[src/rtl/simple_pkg.sv]
// Shared types and defaults for the core/loader memory arbiter.
package simple_pkg;
    localparam int AW_DEF = 16;
    localparam int DW_DEF = 16;

    typedef enum logic {ARB = 1'b0, LOCK = 1'b1} arb_state_t;
    typedef enum logic {CORE = 1'b0, LOADER = 1'b1} owner_t;

    // One entry of the read-return tag pipeline
    typedef struct packed {
        logic   vld;
        owner_t owner;
    } tag_t;
endpackage

[src/rtl/rr_grant2.sv]
// Combinational two-way round-robin grant; bit 0 = core, bit 1 = loader.
module rr_grant2
    import simple_pkg::*;
(
    input  logic [1:0] i_req,
    input  owner_t     i_last,
    input  logic       i_lock,
    output logic [1:0] o_gnt
);
    always_comb begin
        o_gnt = '0;
        if (i_lock) begin
            o_gnt[1] = i_req[1];
        end else if (&i_req) begin
            // Tie goes to whoever was not served last
            o_gnt = (i_last == LOADER) ? 2'b01 : 2'b10;
        end else begin
            o_gnt = i_req;
        end
    end
endmodule

[src/rtl/mem_arbiter.sv]
// Shares one single-ported memory between the core and the loader/debug port,
// with round-robin fairness and a loader lock mode that times out when idle.
module mem_arbiter
    import simple_pkg::*;
#(
    parameter int AW      = AW_DEF,
    parameter int DW      = DW_DEF,
    parameter int TIMEOUT = 15
) (
    input  logic          clk,
    input  logic          rst,
    input  logic          core_req,
    input  logic          core_we,
    input  logic [AW-1:0] core_addr,
    input  logic [DW-1:0] core_wdata,
    output logic          core_gnt,
    output logic [DW-1:0] core_rdata,
    output logic          core_rvalid,
    input  logic          ld_req,
    input  logic          ld_we,
    input  logic [AW-1:0] ld_addr,
    input  logic [DW-1:0] ld_wdata,
    input  logic          ld_lock,
    output logic          ld_gnt,
    output logic [DW-1:0] ld_rdata,
    output logic          ld_rvalid,
    output logic          mem_e,
    output logic          mem_w,
    output logic [AW-1:0] mem_address,
    output logic [DW-1:0] mem_in,
    input  logic [DW-1:0] mem_out,
    output logic          locked,
    output logic          lock_timeout
);
    localparam logic [7:0] TO_CNT = 8'(TIMEOUT);

    arb_state_t    r_state, w_state_nxt;
    owner_t        r_last;
    logic [7:0]    r_idle_cnt, w_idle_nxt;
    logic          w_to_set, r_lock_to;
    logic [1:0]    w_gnt;
    logic          w_acc_core, w_acc_ld, w_acc, w_we;
    logic [AW-1:0] w_addr;
    logic [DW-1:0] w_wdata;
    tag_t [1:0]    r_tag;
    logic          r_mem_e, r_mem_w;
    logic [AW-1:0] r_mem_addr;
    logic [DW-1:0] r_mem_in;
    logic [DW-1:0] r_core_rdata, r_ld_rdata;
    logic          w_core_rv, w_ld_rv;

    rr_grant2 u_rr (
        .i_req  ({ld_req, core_req}),
        .i_last (r_last),
        .i_lock (r_state == LOCK),
        .o_gnt  (w_gnt)
    );

    // Grants are suppressed while reset is held
    assign core_gnt   = w_gnt[0] & rst;
    assign ld_gnt     = w_gnt[1] & rst;
    assign w_acc_core = core_gnt;
    assign w_acc_ld   = ld_gnt;
    assign w_acc      = w_acc_core | w_acc_ld;
    assign w_we       = w_acc_ld ? ld_we    : core_we;
    assign w_addr     = w_acc_ld ? ld_addr  : core_addr;
    assign w_wdata    = w_acc_ld ? ld_wdata : core_wdata;

    always_comb begin
        w_state_nxt = r_state;
        w_idle_nxt  = r_idle_cnt;
        w_to_set    = 1'b0;
        case (r_state)
            ARB: begin
                w_idle_nxt = '0;
                if (w_acc_ld && ld_lock) w_state_nxt = LOCK;
            end
            LOCK: begin
                if (ld_req) begin
                    w_idle_nxt = '0;
                    if (w_acc_ld && !ld_lock) w_state_nxt = ARB;
                end else if (r_idle_cnt + 8'd1 == TO_CNT) begin
                    w_state_nxt = ARB;
                    w_idle_nxt  = '0;
                    w_to_set    = 1'b1;
                end else begin
                    w_idle_nxt = r_idle_cnt + 8'd1;
                end
            end
            default: w_state_nxt = ARB;
        endcase
    end

    always_ff @(posedge clk or negedge rst) begin
        if (!rst) begin
            r_state    <= ARB;
            r_idle_cnt <= '0;
            r_lock_to  <= 1'b0;
            r_last     <= LOADER;
        end else begin
            r_state    <= w_state_nxt;
            r_idle_cnt <= w_idle_nxt;
            if (w_to_set)        r_lock_to <= 1'b1;
            if (w_acc_core)      r_last    <= CORE;
            else if (w_acc_ld)   r_last    <= LOADER;
        end
    end

    // Command register and read tag pipeline; address/data hold when idle
    always_ff @(posedge clk or negedge rst) begin
        if (!rst) begin
            r_mem_e    <= 1'b0;
            r_mem_w    <= 1'b0;
            r_mem_addr <= '0;
            r_mem_in   <= '0;
            r_tag      <= '0;
        end else begin
            r_mem_e <= w_acc;
            r_mem_w <= w_acc & w_we;
            if (w_acc) begin
                r_mem_addr <= w_addr;
                r_mem_in   <= w_wdata;
            end
            r_tag[0].vld   <= w_acc & ~w_we;
            r_tag[0].owner <= w_acc_ld ? LOADER : CORE;
            r_tag[1]       <= r_tag[0];
        end
    end

    assign w_core_rv = r_tag[1].vld & (r_tag[1].owner == CORE);
    assign w_ld_rv   = r_tag[1].vld & (r_tag[1].owner == LOADER);

    // Read data passes straight from memory in its return cycle, else holds
    always_ff @(posedge clk or negedge rst) begin
        if (!rst) begin
            r_core_rdata <= '0;
            r_ld_rdata   <= '0;
        end else begin
            r_core_rdata <= core_rdata;
            r_ld_rdata   <= ld_rdata;
        end
    end

    assign core_rdata   = w_core_rv ? mem_out : r_core_rdata;
    assign ld_rdata     = w_ld_rv   ? mem_out : r_ld_rdata;
    assign core_rvalid  = w_core_rv;
    assign ld_rvalid    = w_ld_rv;
    assign mem_e        = r_mem_e;
    assign mem_w        = r_mem_w;
    assign mem_address  = r_mem_addr;
    assign mem_in       = r_mem_in;
    assign locked       = (r_state == LOCK);
    assign lock_timeout = r_lock_to;
endmodule
[config.mk]
export PLATFORM = sky130hd
export DESIGN_NAME = mem_arbiter
export DESIGN_NICKNAME = d
export VERILOG_FILES = /design/src/rtl/simple_pkg.sv /design/src/rtl/rr_grant2.sv /design/src/rtl/mem_arbiter.sv
export SDC_FILE = /design/constraint.sdc
export NUM_CORES = 1
export LEC_CHECK = 0
export ABC_AREA = 1
export ABC_CLOCK_PERIOD_IN_PS = 1400
export BUFFER_PORTS_ARGS = -buffer_cell sky130_fd_sc_hd__buf_2
export CORE_MARGIN = 5
export CORE_UTILIZATION = 42
export DETAILED_ROUTE_END_ITERATION = 12
export GPL_TIMING_DRIVEN = 0
export MAX_ROUTING_LAYER = met4
export PLACE_DENSITY = 0.76
export SYNTH_ARGS = -nofsm -noshare
export SYNTH_HDL_FRONTEND = slang
export SYNTH_SLANG_ARGS = --single-unit
export TNS_END_PERCENT = 50
[constraint.sdc]
create_clock -name clk -period 1.4 [get_ports clk]
set_input_delay 0.14 -clock clk [delete_from_list [all_inputs] [get_ports clk]]
set_output_delay 0.14 -clock clk [all_outputs]
set_load 0.02 [all_outputs]
After elaboration in Yosys (flattened, before gate mapping):

Cells that the tools add are included.
W data, S select, Z words.

* flip-flop bits (word level): 81
* input bits: 87
* word-level logic and storage cells: 54

* $add $sub $neg: 1
* equal/unequal tests: 1
* multiplexer cells: 23
* bitwise operators: 10
* reduce and logical (&&, ||, !) cells: 5

Operators with widths (count)
* $mux W16: 4
* $mux W8: 2
* $pmux W8 S2: 1
* $mux W1: 13
* $add A8 B1 Y8 const B: 1
* $eq A8 B4 Y1 const B: 1
* $and A1 B1 Y1: 6
* $mux W2: 2
* $not A1 Y1: 3
* $logic_and A1 B1 Y1: 2
* $pmux W1 S2: 1
* $reduce_and A2 Y1: 1
* $reduce_bool A2 Y1: 1
* $logic_not A1 Y1: 1
* $or A1 B1 Y1: 1

Longest topological paths before layout:

* depth in word-level cells: 8
* depth in mapped cells: 11
* depth with buffers taken out: 11

Modules after synthesis:

Synthesis repeated with hierarchy kept, for this count alone.

* cell total of the unflattened synthesis: 401
* area total of the unflattened synthesis: 3497.1 sq um

Modules (own cells, without submodules)
* mem_arbiter: instances 1, cells an instance 393, area each 3459.6 sq um, sequential area each 2028.2 sq um
* rr_grant2: instances 1, cells an instance 8, area each 37.5 sq um, sequential area each 0.0 sq um

Worst setup path before layout:

No wires, ideal clock.

* path kind: register to register
* start: register r_tag[2] (netlist name)
* end: register r_core_rdata[10]
* arrival: 1.437 ns
* setup slack: -0.196 ns
* cell stages (with the launch flop): 5
* buffers on the path: 1
* period minus slack after synthesis: 1.596 ns
* path through: dfrtp_1 > nor2_1 > inv_1 > clkbuf_1 > o21ai_1

* cells in the longest elaborated chain, start to end: 3

RTL lines
* from (decl): RTL line mem_arbiter.sv:45 `tag_t [1:0] r_tag;`
* $not A1 Y1: RTL line mem_arbiter.sv:130 `assign w_core_rv = r_tag[1].vld & (r_tag[1].owner == CORE);`
* $and A1 B1 Y1: RTL line mem_arbiter.sv:130
* named net core_rvalid: RTL line mem_arbiter.sv:18 `output logic core_rvalid,`
* $mux W16: RTL line mem_arbiter.sv:144 `assign core_rdata = w_core_rv ? mem_out : r_core_rdata;`
* named net core_rdata[10]: RTL line mem_arbiter.sv:17 `output logic [DW-1:0] core_rdata,`
* to (signal assigned): RTL line mem_arbiter.sv:139 `r_core_rdata <= core_rdata;`
* to (decl): RTL line mem_arbiter.sv:49 `logic [DW-1:0] r_core_rdata, r_ld_rdata;`

The timed path passes the listed nets, and every way through them passes these cells.
A chain may end at the register's enable or synchronous reset.

Worst setup path after layout:

* start: register r_tag[2] (netlist name)
* end: output port core_rdata[5]

* cells in the longest elaborated chain, start to end: 3

RTL lines (RTL line)
* $not A1 Y1: mem_arbiter.sv:130
* $and A1 B1 Y1: mem_arbiter.sv:130
* $mux W16: mem_arbiter.sv:144
* to (decl): mem_arbiter.sv:17

Every way passes these cells.

==> run metrics <==
CP Class flop to output pin; crit path launch type flop; setup TNS -6.83 ns; gpl congestion 0.829; vias 3750; Worst Tran Pin Value 0.583 ns; Final Cycle Share 120%; Place WS -0.375 ns; Post-Synth XOR/XNOR Area 0%; sequential-to-total area share from yosys stat 58.6%; Top Family by Delay on Critical Path flip-flops; Finish-stage setup viols 37; Die Wd 101 um; die height 101 um; CTS tree done; drc violations 0; final hold vios 39; first-pass GRT wire length 18900 um; Worst EP arrival 1.53 ns; RSZ-0062 raised after global routing true; FMAX 597 MHz; pin count of the biggest net entering global routing 44; Ports 159; Leak 3.11 nW; placed cells 657; Compound-Gate Fraction of Synth Area 6.25%; DR vias/cell 5.10; post-route cell area 6110 sq um; R2R setup slack -0.02 ns; Synth area leaders dfrtp_1 (58%), nand2_1 (13%), nand3_1 (10%); CP Cell Sequence nor2_4 -> inv_6 -> clkbuf_8 -> o21ai_4 -> buf_6; maximum VDD drop 0.000966 V; vias in the first global route 3803; diode count 0; PortBufs 158; H-tree depth 3; clk_lat worst skew 0.35 ns; WP buf/inv 3; Fillers 517; CTS root buf clkbuf_8; Antenna Violating Nets Remaining 0; Pwr Density 1760 nW/um^2; final worst slack -0.275 ns; Yosys reg bits 81; slowest cell on the critical path dfrtp_2; Max clock buf depth 2; CTS clk-pin slew, worst paths 0.09 ns; DP Area 4550 sq um; fin cells 736; Synth Instances 393; status finished, violations left; simple-gate share of the synthesized area 27.9%; Final Util 75.1%; layout cells sized above 1 52.1%; syn_area_per_cell 8.81 sq um; combinational family with the most area after synthesis simple AND/OR/NAND/NOR gates; Starting DRT DRC Count 113; Yosys top cell area share 57.8%; Global Route Usage Sum 24.5%; # rows 33; top cell type by total area after synthesis dfrtp_1; TritonRoute pass-1 iters 4; die area 10200 sq um; clock buffer count from CTS 9; Mapped Area 3460 sq um; initial antenna violation count 0; CP endpoint kind output pin; clk sinks 81; wire per inst 17.8 um; DP HPWL 7190 um; CP required 1.26 ns; Routed WL 13100 um; skew final 0.0126 ns; max incr delay on CP 0.45 ns; Slew HR 61.1%; violated checks hold timing, setup timing; Adder-Cell Fraction of Synth Area 0.723%; final net count 715; post-layout min period 1.67 ns; max cap viols 0; mux contribution to synthesized area 0%; hold_buf cts 30; Final Max Slew Viols 0; Hold WC Path Type input pin to async pin; Initial Utilization 42.5%; Cell variety after synth 27; core footprint 8130 sq um; Ys Warns 0; Syn-to-layout area delta 76.4%; Hold Slack -0.210 ns; largest fanout on the critical path 7; GR Overflow Total 0; Post-Syn Nets 482
-- synthesized netlist by cell type --
library cell / n
nand2_1: 117
dfrtp_1: 80
nand3_1: 70
inv_1: 33
o21ai_1: 20
o21ai_0: 14
buf_2: 9
clkbuf_1: 9
nand2_2: 8
nor2_1: 7
inv_2: 4
nor2_2: 3
nor3_2: 3
a21oi_1: 2
ha_1: 2
a21boi_1: 1
a21oi_2: 1
a31o_2: 1
and3_1: 1
dfstp_2: 1
inv_4: 1
nand2_4: 1
nand3_2: 1
nand3b_1: 1
nand4_1: 1
nor2_4: 1
o21bai_2: 1
-- flip-flops by register name, indices dropped and copies added, names as in the netlist --
| signal | cells |
|---|---|
| r_tag | 4 |
| lock_timeout | 1 |
| r_ld_rdata | 16 |
| r_last | 1 |
| r_idle_cnt | 8 |
| r_core_rdata | 16 |
| mem_e | 1 |
| mem_in | 16 |
| mem_w | 1 |
| mem_address | 16 |
| locked | 1 |
-- routing by layer --
layer	vias to the layer above	track usage, %	part of all wire, %
met5	-	-	0
met4	0	9.12	3.0
met3	34	5.26	8.5
met2	221	40.7	51
met1	1770	29.4	38
li1	1725	-	-
-- path summary, 6_finish.rpt --
check                                   start              end  cells past startpoint
min in group clk                  ld_addr[10]  mem_address[10]                      3
max in group asynchronous                 rst         r_tag[2]                      2
worst max-delay path                 r_tag[2]    core_rdata[5]                      5
worst min-delay path                      rst  r_core_rdata[4]                      1
worst max register to register  r_idle_cnt[0]    r_idle_cnt[2]                     10
worst min register to register       r_tag[0]         r_tag[2]                      0
-- area by class of cell --
cell class	count	area, sq um	area share [%]
plain buffers	18	249	4.08
inverters	38	158	2.58
repair buffers	222	1630	26.7
well taps	105	131	2.15
multi-input cells	256	1730	28.3
clock buffers	9	124	2.03
clock inverters	7	53.8	0.881
flip-flops and latches	81	2030	33.2
-- per-stage QoR --
step / hold WS, ns / power [W]
6_report: -0.210 / 0.0107
5_1_grt: -0.189 / 0.0113
4_1_cts: -0.207 / 0.0100
3_5_place_dp: 0.170 / 0.00717
3_3_place_gp: 0.336 / 0.00705
2_1_floorplan: -0.156 / 0.00581
-- kinds of logic (layout without fill, tap and decap cells) --
logic type	count (synthesis)	after routing
AOI/OAI and AO/OA	40	40
DFF	81	81
buffers and inverters	56	294
and+or+nand+nor	214	214
adders and majority gates	2	2
-- worst register-to-register path: stages, from the launching register on --
cell and delay, ns:
dfrtp_1 0.43, buf_6 0.15, inv_4 0.07, ha_4 0.12, inv_1 0.04, nor2_2 0.09
nand3_2 0.08, nor2_4 0.10, nand2_4 0.08, inv_4 0.09, nor3_2 0.04
-- power breakdown --
part	leakage, nW	switching (W)	internal [W]
Combinational	2.02	0.00305	0.00248
Clock	0.0822	0.000909	0.000656
Sequential	1.01	0.000490	0.00316
Total	3.11	0.00445	0.00630
-- cell usage in the layout, fill, tap and decap left out, drive strengths merged, types with 3 or more instances in the layout --
cell type / instances
dlygate4sd3: 30
a21oi: 3
nor3: 3
nand2: 126
inv: 40
buf: 201
nand3: 71
clkbuf: 18
o21ai: 34
dfrtp: 80
clkinvlp: 3
nor2: 11
-- what timing repair did --
action / in CTS / in global routing
setup buffers: 17 / 11
gates resized for setup: 172 / 68
endpoints found under the setup margin: 76 / 72
endpoints found under the hold margin: 61 / 39
cloned: 4 / 1
pin swaps: 15 / 12
(Power assumes the default switching activity.)
